$ cat src/rtl/pc_pkg.sv
// ============================================================================
// Module  : pc_pkg
// Purpose : Shared types and defaults for the program-counter generator.
// Rev     : 1.0  initial release
// ============================================================================
`default_nettype none

package pc_pkg;

    localparam int PC_XLEN = 32;
    localparam int PC_STEP = 4;

    typedef enum logic [1:0] {
        BOOT = 2'd0,
        RUN  = 2'd1,
        HALT = 2'd2
    } pc_state_t;

    function automatic logic is_aligned(input logic [1:0] lsbs);
        return (lsbs == 2'b00);
    endfunction

endpackage

`default_nettype wire

$ cat src/rtl/pc_next_sel.sv
// ============================================================================
// Module  : pc_next_sel
// Purpose : Combinational next-PC priority mux (trap > redirect > hold > step).
//           Misaligned-target rejection enabled by macro PC_MISALIGN_CHECK_EN.
// Rev     : 1.0  initial release
// ============================================================================
`default_nettype none

module pc_next_sel
    import pc_pkg::*;
#(
    parameter int XLEN = PC_XLEN,
    parameter int STEP = PC_STEP
) (
    input  pc_state_t       state,
    input  logic [XLEN-1:0] pc,
    input  logic            handshake,
    input  logic            trap_valid,
    input  logic [XLEN-1:0] trap_vector,
    input  logic            redirect_valid,
    input  logic [XLEN-1:0] redirect_pc,
    output logic [XLEN-1:0] next_pc,
    output logic            misalign
);

    localparam logic [XLEN-1:0] ALIGN_MASK = ~XLEN'(3);

    logic            take;
    logic [XLEN-1:0] target;

    always_comb begin
        next_pc  = pc;
        misalign = 1'b0;
        take     = 1'b0;
        target   = '0;

        // Redirects are only honoured while running; traps also reach HALT.
        case (state)
            RUN: begin
                if (trap_valid) begin
                    take   = 1'b1;
                    target = trap_vector;
                end else if (redirect_valid) begin
                    take   = 1'b1;
                    target = redirect_pc;
                end else if (handshake) begin
                    next_pc = pc + XLEN'(STEP);
                end
            end
            HALT: begin
                if (trap_valid) begin
                    take   = 1'b1;
                    target = trap_vector;
                end
            end
            default: ;
        endcase

        if (take) begin
`ifdef PC_MISALIGN_CHECK_EN
            if (is_aligned(target[1:0])) begin
                next_pc = target;
            end else begin
                misalign = 1'b1;
            end
`else
            next_pc = target & ALIGN_MASK;
`endif
        end
    end

endmodule

`default_nettype wire

$ cat src/rtl/pc_gen.sv
// ============================================================================
// Module  : pc_gen
// Purpose : Fetch PC generator with BOOT/RUN/HALT control and fetch handshake.
//           Optional target alignment check: macro PC_MISALIGN_CHECK_EN.
// Rev     : 1.0  initial release
// ============================================================================
`default_nettype none

module pc_gen
    import pc_pkg::*;
#(
    parameter int              XLEN         = PC_XLEN,
    parameter logic [XLEN-1:0] RESET_VECTOR = XLEN'(32'h0000_0000),
    parameter int              STEP         = PC_STEP
) (
    input  logic            clk,
    input  logic            rst_n,
    input  logic            stall,
    input  logic            redirect_valid,
    input  logic [XLEN-1:0] redirect_pc,
    input  logic            trap_valid,
    input  logic [XLEN-1:0] trap_vector,
    input  logic            halt_req,
    input  logic            resume,
    input  logic            fetch_ready,
    output logic            fetch_valid,
    output logic [XLEN-1:0] fetch_pc,
    output logic [XLEN-1:0] pc_plus,
    output logic            halted,
    output logic            misalign_err
);

    pc_state_t       state_q, state_d;
    logic [XLEN-1:0] pc_q, pc_d;
    logic            misalign_err_q, misalign_err_d;
    logic            handshake;

    assign fetch_valid  = (state_q == RUN) && !stall;
    assign handshake    = fetch_valid && fetch_ready;
    assign fetch_pc     = pc_q;
    assign pc_plus      = pc_q + XLEN'(STEP);
    assign halted       = (state_q == HALT);
    assign misalign_err = misalign_err_q;

    pc_next_sel #(
        .XLEN (XLEN),
        .STEP (STEP)
    ) u_next_sel (
        .state          (state_q),
        .pc             (pc_q),
        .handshake      (handshake),
        .trap_valid     (trap_valid),
        .trap_vector    (trap_vector),
        .redirect_valid (redirect_valid),
        .redirect_pc    (redirect_pc),
        .next_pc        (pc_d),
        .misalign       (misalign_err_d)
    );

    // halt_req wins over resume so a debugger can keep the core parked.
    always_comb begin
        state_d = state_q;
        case (state_q)
            BOOT:    state_d = RUN;
            RUN:     if (halt_req) state_d = HALT;
            HALT:    if (resume && !halt_req) state_d = RUN;
            default: state_d = BOOT;
        endcase
    end

    always_ff @(posedge clk or negedge rst_n) begin
        if (!rst_n) begin
            state_q        <= BOOT;
            pc_q           <= RESET_VECTOR;
            misalign_err_q <= 1'b0;
        end else begin
            state_q        <= state_d;
            pc_q           <= pc_d;
            misalign_err_q <= misalign_err_d;
        end
    end

endmodule

`default_nettype wire

$ cat config.mk
export PLATFORM = sky130hd
export DESIGN_NAME = pc_gen
export DESIGN_NICKNAME = d
export VERILOG_FILES = /design/src/rtl/pc_pkg.sv /design/src/rtl/pc_next_sel.sv /design/src/rtl/pc_gen.sv
export SDC_FILE = /design/constraint.sdc
export NUM_CORES = 1
export LEC_CHECK = 0
export ABC_AREA = 0
export CAP_MARGIN = 5
export CELL_PAD_IN_SITES_DETAIL_PLACEMENT = 1
export CELL_PAD_IN_SITES_GLOBAL_PLACEMENT = 1
export CORE_UTILIZATION = 31
export DETAILED_ROUTE_END_ITERATION = 16
export PLACE_DENSITY_LB_ADDON = 0.1
export RECOVER_POWER = 50
export SYNTH_ARGS = -nofsm -noshare
export SYNTH_HDL_FRONTEND = slang
export SYNTH_SLANG_ARGS = --single-unit
$ cat constraint.sdc
create_clock -name clk -period 4.65 [get_ports clk]
set_clock_uncertainty 0.1 [all_clocks]
set_input_delay 0.465 -clock clk [delete_from_list [all_inputs] [get_ports clk]]
set_output_delay 0.465 -clock clk [all_outputs]
set_load 0.01 [all_outputs]
==> results by group, run 1 <==
Outcome
  – Outcome: finished, violations left
  – Failing checks: max-capacitance violations, max-slew violations

Hold path
  – Hold path cells: 1
  – Hold EP: fetch_pc[17]$_DFFE_PN0P_
  – Worst hold path class: flip-flop to flip-flop
  – Hold path start: fetch_pc[17]$_DFFE_PN0P_

GRT
  – GRT Overall Usage: 22.3%
  – Largest net degree at the start of global routing: 38
  – Vias in the first global route: roughly 3200
  – Grt total ovfl: 0
  – Global-route wire length before repair: 16700 um
  – Initial antenna violation count: 0

Synth
  – Area fraction in compound gates after synthesis: 21.1%
  – Area leader, netlist: dfrtp_1
  – Post-synthesis mux area share: 12.3%
  – Ys async rst share: 100%
  – Syn Inst Count: 326
  – Post-synthesis cell area: 2790 um2
  – Main synth FF type: dfrtp_1
  – Post-Synth XOR/XNOR Area: 8.78%
  – Share of Yosys cell area claimed by the top area cell type: 28.7%
  – Yosys cell types: 52
  – Post-synthesis adder-cell area fraction: 2.69%
  – Largest family of logic cells by synthesized area: compound AO/OA/AOI/OAI gates
  – Synthesized flop and latch total: 32
  – Register area share after synthesis: 28.7%
  – Synth Area in Simple Gates: 21.1%
  – Post-synth EDFFs: 0
  – Avg Inst Size Synth: 8.57 um2
  – Largest cells by area after synthesis: dfrtp_1, mux2i_1, xnor2_1, a21oi_1, mux2_2
  – Warnings, synthesis: 0

Floorplanning
  – I/O pin count: 139
  – FP Rows: 34
  – Core Region: 8720 um2
  – Die Span X: 96.9 um
  – Die area: between 9000 and 10000 um2
  – Die height: 96.9 um
  – Starting density of the core: between 30% and 40%

Job
  – Maxcap violations: 1

Clock tree
  – Postcts setup bufs: 0
  – Clock buffer count from CTS: 5
  – Clk_lat worst skew: 0.29 ns
  – CTS tree: built
  – Clk buf depth: 2
  – Post-CTS Resized: 0
  – Root buffer cell: clkbuf_8
  – H-tree levels: 2
  – CTS Sinks: 32
  – Clk slew on worst S/H paths: 0.07 ns
  – # hold bufs at CTS: 0

Final layout
  – ANT cells: 0
  – Area Growth Syn to Fin: 51.9%
  – Final instance count without filler cells: 556
  – Most common cell after layout, fill and taps aside: clkdlybuf4s50_1
  – Fin nets: 525
  – Most frequent cells in the layout: clkdlybuf4s50_1, dfrtp_1, dlygate4sd3_1
  – Final instance area: 4240 um2
  – Layout cells sized above 1: 6.92%

Power and ir drop
  – Worst vdd rail ir drop: ~0.17 mV
  – PwrDens: 501 nW/um2
  – Static leakage: around 1.8 nW

Drt
  – Routed len/inst: ~18 um
  – WL final: 10200 um
  – DRT Pass-1 Iters: 5
  – DRC Markers: 0
  – Initial DRC Count: 113
  – Via count: 2946
  – DR vias/cell: 5.30
  – Final ANT Viol Nets: 0

Worst setup path
  – Critical path data required time: between 4 and 5 ns
  – CP Launch Type: flip-flop
  – Reg2Reg Setup Slack: 1.66 ns
  – Worst reg-to-reg path cell count: 7
  – Critical path arrival: 2.92 ns
  – CP startpoint: fetch_pc[4]$_DFFE_PN0P_
  – Critical Path End Type: output pin
  – Crit-path max FO: 9
  – R2r startpoint: state_q[0]$_DFFE_PN0P_
  – Reg2reg end: fetch_pc[20]$_DFFE_PN0P_
  – Crit path kind: flip-flop to output pin

Timing
  – Hold Vio Cnt, Final: 0
  – Tightest Pin Transition: 1.99 ns
  – Final TNS setup: 0 ns
  – Max Slew Vio Count: 33
  – Final setup viols: 0
  – RSZ-0062 raised after global routing: no
  – Max_slew headroom: -32.6%
  – Tmin final: 3.48 ns
  – Hold_ws: 0.474 ns
  – Achievable Freq: between 0.2 and 0.3 GHz
  – Tcrit/Tclk final: between 70% and 80%

Placed design
  – Placed wire-length estimate: 7650 um
  – PortBufs: 129
  – # placed instances: 548
  – GPL Wtd Cong: 0.751
  – Placed Area: between 4000 and 5000 um2
routing by layer:
metal / share of wire, % / global-route usage (%) / vias up
li1: - / - / 1430
met1: 44 / 27.6 / 1420
met2: 50 / 39.0 / 90
met3: 4.8 / 4.62 / 6
met4: 0.87 / 5.74 / 0
met5: 0 / 0 / -
cell type report:
class                      count  area, um2
clock buffer                   6       72.6
clock inverter                 2       35.0
fill                        1021       4480
inverter                       9       33.8
multi-input combinational    267       1860
sequential                    32        801
tap                          108        135
timing repair buffer         132       1300
worst max-delay path by stage:
stage / endpoint / slack, ns / depth (start not counted)
2_1_floorplan: pc_plus[30] / 2.24 / 6
3_3_place_gp: pc_plus[27] / 1.48 / 5
3_5_place_dp: fetch_pc[26]$_DFFE_PN0P_ / 1.38 / 6
4_1_cts: pc_plus[27] / 1.13 / 5
5_1_grt: pc_plus[27] / 0.92 / 5
6_report: pc_plus[27] / 1.17 / 5
cells in the mapped netlist (2+ instances only):
cell type	number
o21ai_1	10
nand3_1	9
mux2_2	9
and2_1	5
nand2b_1	2
mux2i_1	23
a311oi_1	2
a31oi_1	6
o21a_1	6
ha_1	6
xor2_1	9
o32a_1	7
inv_1	9
buf_2	7
a211o_1	3
nor2_1	21
buf_4	5
o311ai_1	2
nor3_1	6
or3_1	2
xnor2_1	19
and3_1	7
nand4_1	10
clkbuf_1	8
nor4_2	4
and4_1	3
dfrtp_1	32
nand2_1	26
o21ai_0	20
a21oi_1	23
o211ai_1	4
registers in the layout, summed over array words and instances (netlist names):
register	flops
fetch_pc	30
state_q	2
cell families (layout without fill, tap and decap cells):
logic type,count (synthesis),count (layout)
simple gates,103,103
other cells,1,5
mux,33,33
buf+inv,31,149
compound gates,92,92
xor+xnor,28,28
flops,32,32
fa+ha+maj,6,6
power breakdown:
part	total (mW)	switching (mW)	internal, mW
clock	0.276	0.117	0.159
combinational	1.25	0.598	0.651
sequential	0.602	0.205	0.397
total	2.13	0.920	1.21
through the flow:
step / setup slack [ns] / utilization [%] / total power, mW
floorplan: 2.24 / - / 1.20
global placement: 1.48 / 47.4 / 1.87
detailed placement: 1.38 / 47.4 / 1.90
CTS: 1.13 / 48.7 / 2.19
global route: 0.922 / 48.6 / 2.28
finish: 1.17 / 48.6 / 2.13
critical path, cell delays in order, from the launching register on:
cell and delay, ns:
dfrtp_1 0.51, nand4_1 0.41, nor4_2 0.65, and4_1 0.35
xor2_1 0.15, clkdlybuf4s50_1 0.56
(Power assumes the default switching activity.)
==> run 2: changes to the inputs <==
Settings changed: CORE_UTILIZATION 31 to 26.
Clock period 4.65 ns to 3.1 ns, I/O delays scaled along.
==> run 2 against run 1 <==
Critical path type unchanged. Clock power rose by 26%. Sequential power increased by 49%. Cell count rose by 8.3%. Hold slack worse by 0.0019 ns. The flow still finishes with violations (max-capacitance violations, max-slew violations). Utilization decreased by 6.0 points. Sequential cell count is the same. Combinational power rose by 57%.
==> results by group, run 2 (synthesized netlist as in run 1, its figures left out) <==
Worst setup path
  – Critical path arrival: 2.49 ns
  – WP buf/inv: 1
  – Reg2reg end: fetch_pc[26]$_DFFE_PN0P_
  – CP startpoint: fetch_pc[12]$_DFFE_PN0P_
  – Crit path depth: 5
  – Family with the most delay on the worst path: simple AND/OR/NAND/NOR gates
  – Critical path data required time: about 2.7 ns
  – R2r startpoint: state_q[1]$_DFFE_PN0P_
  – CP Launch Type: flip-flop
  – Critical Path End Type: output pin
  – Critical Path Max Stage Delay: 0.61 ns
  – Reg2Reg Setup Slack: 0.76 ns
  – Crit path kind: flip-flop to output pin
  – Cell Chain, Critical Path: nand4_4 > or4_4 > nor2_4 > xor2_1 > clkdlybuf4s50_1
  – Worst reg-to-reg path cell count: 8
  – Crit-path max FO: 7
  – Worst Setup EP: pc_plus[24]
  – Slowest cell on crit path: or4_4

Clock tree
  – Root buffer cell: clkbuf_8
  – Clk_lat worst skew: 0.29 ns
  – Clk slew on worst S/H paths: 0.07 ns
  – CTS Sinks: 32
  – CTS tree: built
  – H-tree levels: 2
  – Clk buf depth: 2
  – Clock buffer count from CTS: 5

Final layout
  – Area Growth Syn to Fin: 58.4%
  – Final instance count without filler cells: 602
  – Most common cell after layout, fill and taps aside: clkdlybuf4s50_1
  – ANT cells: 0
  – Fin nets: 543
  – Layout cells sized above 1: between 10% and 20%
  – Most frequent cells in the layout: clkdlybuf4s50_1, nand2_1, dlygate4sd3_1
  – Flip-flop count of the largest register after layout: 30

Timing
  – Tmin final: ~2.9 ns
  – Tightest Pin Transition: 1.99 ns
  – Tcrit/Tclk final: 93.5%
  – Max_slew headroom: -32.6%
  – Hold Vio Cnt, Final: 0
  – Max Slew Vio Count: 33
  – Final setup viols: 0
  – Fin worst setup slack: 0.201 ns
  – Achievable Freq: approximately 0.34 GHz
  – RSZ-0062 raised after global routing: no

Floorplanning
  – Starting density of the core: 26.9%
  – FP Rows: 37
  – Die area: about 11000 um2
  – Die Span X: ~110 um
  – I/O pin count: 139
  – Core Region: 10400 um2
  – Die height: approximately 110 um

Placed design
  – Placed wire-length estimate: 8010 um
  – # placed instances: 591
  – PortBufs: between 100 and 150
  – Setup WS pre-CTS: 0.286 ns
  – GPL Wtd Cong: 0.760

Outcome
  – Outcome: finished, violations left
  – Failing checks: max-capacitance violations, max-slew violations

GRT
  – Largest net degree at the start of global routing: 33
  – GRT Overall Usage: 19.0%
  – Initial antenna violation count: 0
  – Vias in the first global route: 3145
  – Grt total ovfl: 0
  – Global-route wire length before repair: 16700 um

Job
  – Maxcap violations: 1

Drt
  – WL final: 10500 um
  – Initial DRC Count: roughly 120
  – Via count: between 2000 and 3000
  – Routed len/inst: 17.4 um
  – Final ANT Viol Nets: 0
  – DRT Pass-1 Iters: 4
  – DR vias/cell: 4.98
  – DRC Markers: 0

Power and ir drop
  – Worst vdd rail ir drop: between 0.2 and 0.3 mV
  – Total Power: 3.20 mW
  – Static leakage: 1.87 nW
  – PwrDens: 724 nW/um2

Hold path
  – Hold path cells: 1
  – Worst hold path class: flip-flop to flip-flop
[run 2: worst min-delay path by stage]
| stage | start | end | slack (ns) |
|---|---|---|---|
| floorplan | rst_n | fetch_pc[10]$_DFFE_PN0P_ | -0.09 |
| global placement | rst_n | state_q[0]$_DFFE_PN0P_ | 0.37 |
| detailed placement | rst_n | state_q[1]$_DFFE_PN0P_ | 0.35 |
| CTS | rst_n | state_q[1]$_DFFE_PN0P_ | 0.04 |
| global route | fetch_pc[3]$_DFFE_PN0P_ | fetch_pc[3]$_DFFE_PN0P_ | 0.50 |
| finish | fetch_pc[17]$_DFFE_PN0P_ | fetch_pc[17]$_DFFE_PN0P_ | 0.47 |
[run 2: area by class of cell]
cell class,count,area [um2]
Tap cell,136,170
Multi-Input combinational cell,267,1880
Fill cell,1237,5950
Sequential cell,32,810
Inverter,9,33.8
Timing Repair Buffer,150,1440
Clock buffer,8,90.1
[run 2: metal layers]
layer,routed length (um),up-vias,global-route usage (%)
li1,-,1470,-
met1,4920,1436,24.8
met2,4940,83,32.2
met3,527,6,4.33
met4,67,0,3.27
met5,0,-,0
[run 2: metrics by stage]
step | cell area, um2 | setup TNS [ns] | util, % | hold slack, ns
after floorplan | 2810 | 0 | - | -0.0856
after global placement | 4280 | 0 | 41.3 | 0.369
after detailed placement | 4280 | 0 | 41.3 | 0.350
after CTS | 4390 | -0.0116 | 42.3 | 0.0396
after global routing | 4420 | 0 | 42.7 | 0.496
final | 4420 | 0 | 42.7 | 0.472
[run 2: power breakdown]
group / internal (mW) / total, mW / switching, mW / leakage [nW]
sequential: 0.604 / 0.897 / 0.293 / 0.399
combinational: 1.02 / 1.96 / 0.933 / 1.42
clock: 0.181 / 0.349 / 0.167 / 0.0455
[run 2: what timing repair did]
action	4_1_cts	5_1_grt
setup buffers	1	2
hold buffers	0	0
endpoints found under the setup margin	3	8
resized for setup	2	10
pin swaps	1	2
==> run 3: changes to the inputs <==
Settings changed: CORE_MARGIN set to 4.
==> run 3 against run 2 <==
The run still ends with max-capacitance violations, max-slew violations left. Clock power shrank 9.7%. Via count increased by 1.2%. Register-to-register slack worse by 0.21 ns. Maximum frequency down 1.4%. Die area increased by 12%. Sequential share of layout area grew 0.15 points. Highest routed layer unchanged. First-iteration DRC count shrank 15%. Combinational power about the same. Critical endpoint is now pc_plus[20]. Cell count fell by 0.66%. Sequential power fell by 0.9%.
==> results by group, run 3 (synthesized netlist as in run 1, its figures left out) <==
Outcome
  – Outcome: finished, violations left
  – Failing checks: max-capacitance violations, max-slew violations

Drt
  – WL met3: around 640 um
  – DRT met1 WL: 4940 um
  – DR vias/cell: 5.07
  – Max Used Layer: met4
  – Initial DRC Count: 99
  – DRC Markers: 0
  – WL final: 10800 um
  – Met2 WL: a little over 5000 um
  – Final ANT Viol Nets: 0
  – DRT Pass-1 Iters: 4
  – Via count: a little over 3000
  – Routed len/inst: 18.0 um

Floorplanning
  – Core Region: 10400 um2
  – I/O pin count: 139
  – Starting density of the core: 26.8%
  – Die Span X: 112 um
  – Die area: 12500 um2
  – Die height: 112 um
  – FP Rows: 37

Timing
  – Final TNS setup: 0 ns
  – Achievable Freq: 0.340 GHz
  – Hold Vio Cnt, Final: 0
  – Max_slew headroom: -30.8%
  – Fin worst setup slack: 0.159 ns
  – Tightest Pin Transition: ~2 ns
  – Tmin final: around 2.9 ns
  – RSZ-0062 raised after global routing: no
  – Tcrit/Tclk final: 94.9%
  – Max Slew Vio Count: 33
  – Final setup viols: 0

Final layout
  – Area Growth Syn to Fin: 57.3%
  – Most common cell after layout, fill and taps aside: clkdlybuf4s50_1
  – Layout cells sized above 1: 11.7%
  – Fin nets: 540
  – Flip-flop count of the largest register after layout: 30
  – Multi-input combinational cell area: 1880 um2
  – Sequential cell area: 811 um2
  – Fillers: 1244
  – Most frequent cells in the layout: clkdlybuf4s50_1, nand2_1, dfrtp_1
  – ANT cells: 0

Worst setup path
  – Worst Setup EP: pc_plus[20]
  – Slowest cell on crit path: clkdlybuf4s50_1
  – Critical Path Max Stage Delay: 0.56 ns
  – Reg2Reg Setup Slack: 0.55 ns
  – Critical path arrival: 2.53 ns
  – Critical Path End Type: output pin
  – Crit-path max FO: 8
  – Reg2reg end: fetch_pc[14]$_DFFE_PN0P_
  – Worst reg-to-reg path cell count: 8
  – R2r startpoint: state_q[0]$_DFFE_PN0P_
  – CP Launch Type: flip-flop
  – Critical path data required time: 2.69 ns
  – Cell Chain, Critical Path: nand4_4 > nor4_4 > and3_1 > xor2_1 > clkdlybuf4s50_1
  – Crit path kind: flip-flop to output pin
  – CP startpoint: fetch_pc[9]$_DFFE_PN0P_

Placed design
  – GPL Wtd Cong: 0.768
  – Setup WS pre-CTS: 0.283 ns
  – Placed wire-length estimate: between 8000 and 9000 um
  – PortBufs: 129

Clock tree
  – CTS tree: built
  – CTS Sinks: 32
  – Clk buf depth: 2
  – Clk slew on worst S/H paths: 0.07 ns
  – Clk_lat worst skew: roughly 0.28 ns
  – H-tree levels: 2
  – Clock buffer count from CTS: 5
  – Root buffer cell: clkbuf_8
  – # hold bufs at CTS: 0

Power and ir drop
  – Total Power: 3.19 mW
  – Worst vdd rail ir drop: ~0.29 mV
  – Static leakage: ~1.9 nW
  – PwrDens: 725 nW/um2

GRT
  – Initial antenna violation count: 0
  – Largest net degree at the start of global routing: 33
  – Vias in the first global route: about 3100
  – GRT Overall Usage: 17.1%
  – Grt total ovfl: 0
  – Global-route wire length before repair: 17300 um

Hold path
  – Worst hold path class: flip-flop to flip-flop

Job
  – Maxcap violations: 1
run 3: cell count changes in the layout (fill, tap and decap cells not counted), sizes merged:
cell	delta
clkdlybuf4s50	+3
clkbuf	-2
clkinv	+1
buf	-3
dlygate4sd3	-3
run 3: cell type report:
| class | instances | share of cell area (%) |
|---|---|---|
| Tap cell | 136 | 3.87 |
| Multi-Input combinational cell | 267 | 42.9 |
| Sequential cell | 32 | 18.5 |
| Clock inverter | 1 | 0.114 |
| Inverter | 9 | 0.769 |
| Clock buffer | 6 | 1.65 |
| Timing Repair Buffer | 147 | 32.3 |
run 3: report_power, final:
part	switching [mW]	leakage [nW]	internal, mW
clock network	0.162	0.0410	0.153
registers	0.285	0.397	0.604
logic	0.960	1.42	1.02
run 3: worst min path at each step:
stage	end	slack, ns	startpoint	cells past startpoint
floorplan	fetch_pc[10]$_DFFE_PN0P_	-0.09	rst_n	0
global placement	state_q[0]$_DFFE_PN0P_	0.36	rst_n	1
detailed placement	state_q[0]$_DFFE_PN0P_	0.36	rst_n	1
CTS	state_q[0]$_DFFE_PN0P_	0.05	rst_n	1
global route	fetch_pc[17]$_DFFE_PN0P_	0.50	fetch_pc[17]$_DFFE_PN0P_	1
finish	fetch_pc[17]$_DFFE_PN0P_	0.46	fetch_pc[17]$_DFFE_PN0P_	1
run 3: layer usage:
layer,GRT usage [%],vias to the layer above
li1,-,1461
met1,22.9,1472
met2,28.3,93
met3,4.35,4
met4,2.43,0
met5,0,-
run 3: worst max-delay path, delay by kind of cell, from the launching register on:
family	cells	cell delay [ns]
xor gates and xnor gates	1	0.17
buffers and inverters	1	0.56
DFF	1	0.45
and+or+nand+nor	3	1.07
run 3: repair_timing:
action                                  4_1_cts  5_1_grt
pin swaps                                     1        2
endpoints found under the hold margin         0        0
setup buffers                                 0        3
resized for setup                             3        9
endpoints found under the setup margin        2       10
run 3: per-stage QoR:
stage	utilization [%]	hold slack, ns	instances	instance area [um2]
final	42.2	0.456	598	4390
after global routing	42.2	0.499	598	4390
after CTS	41.8	0.0514	595	4350
after detailed placement	40.9	0.362	588	4260
after global placement	40.9	0.361	588	4260
after floorplan	-	-0.0856	330	2810
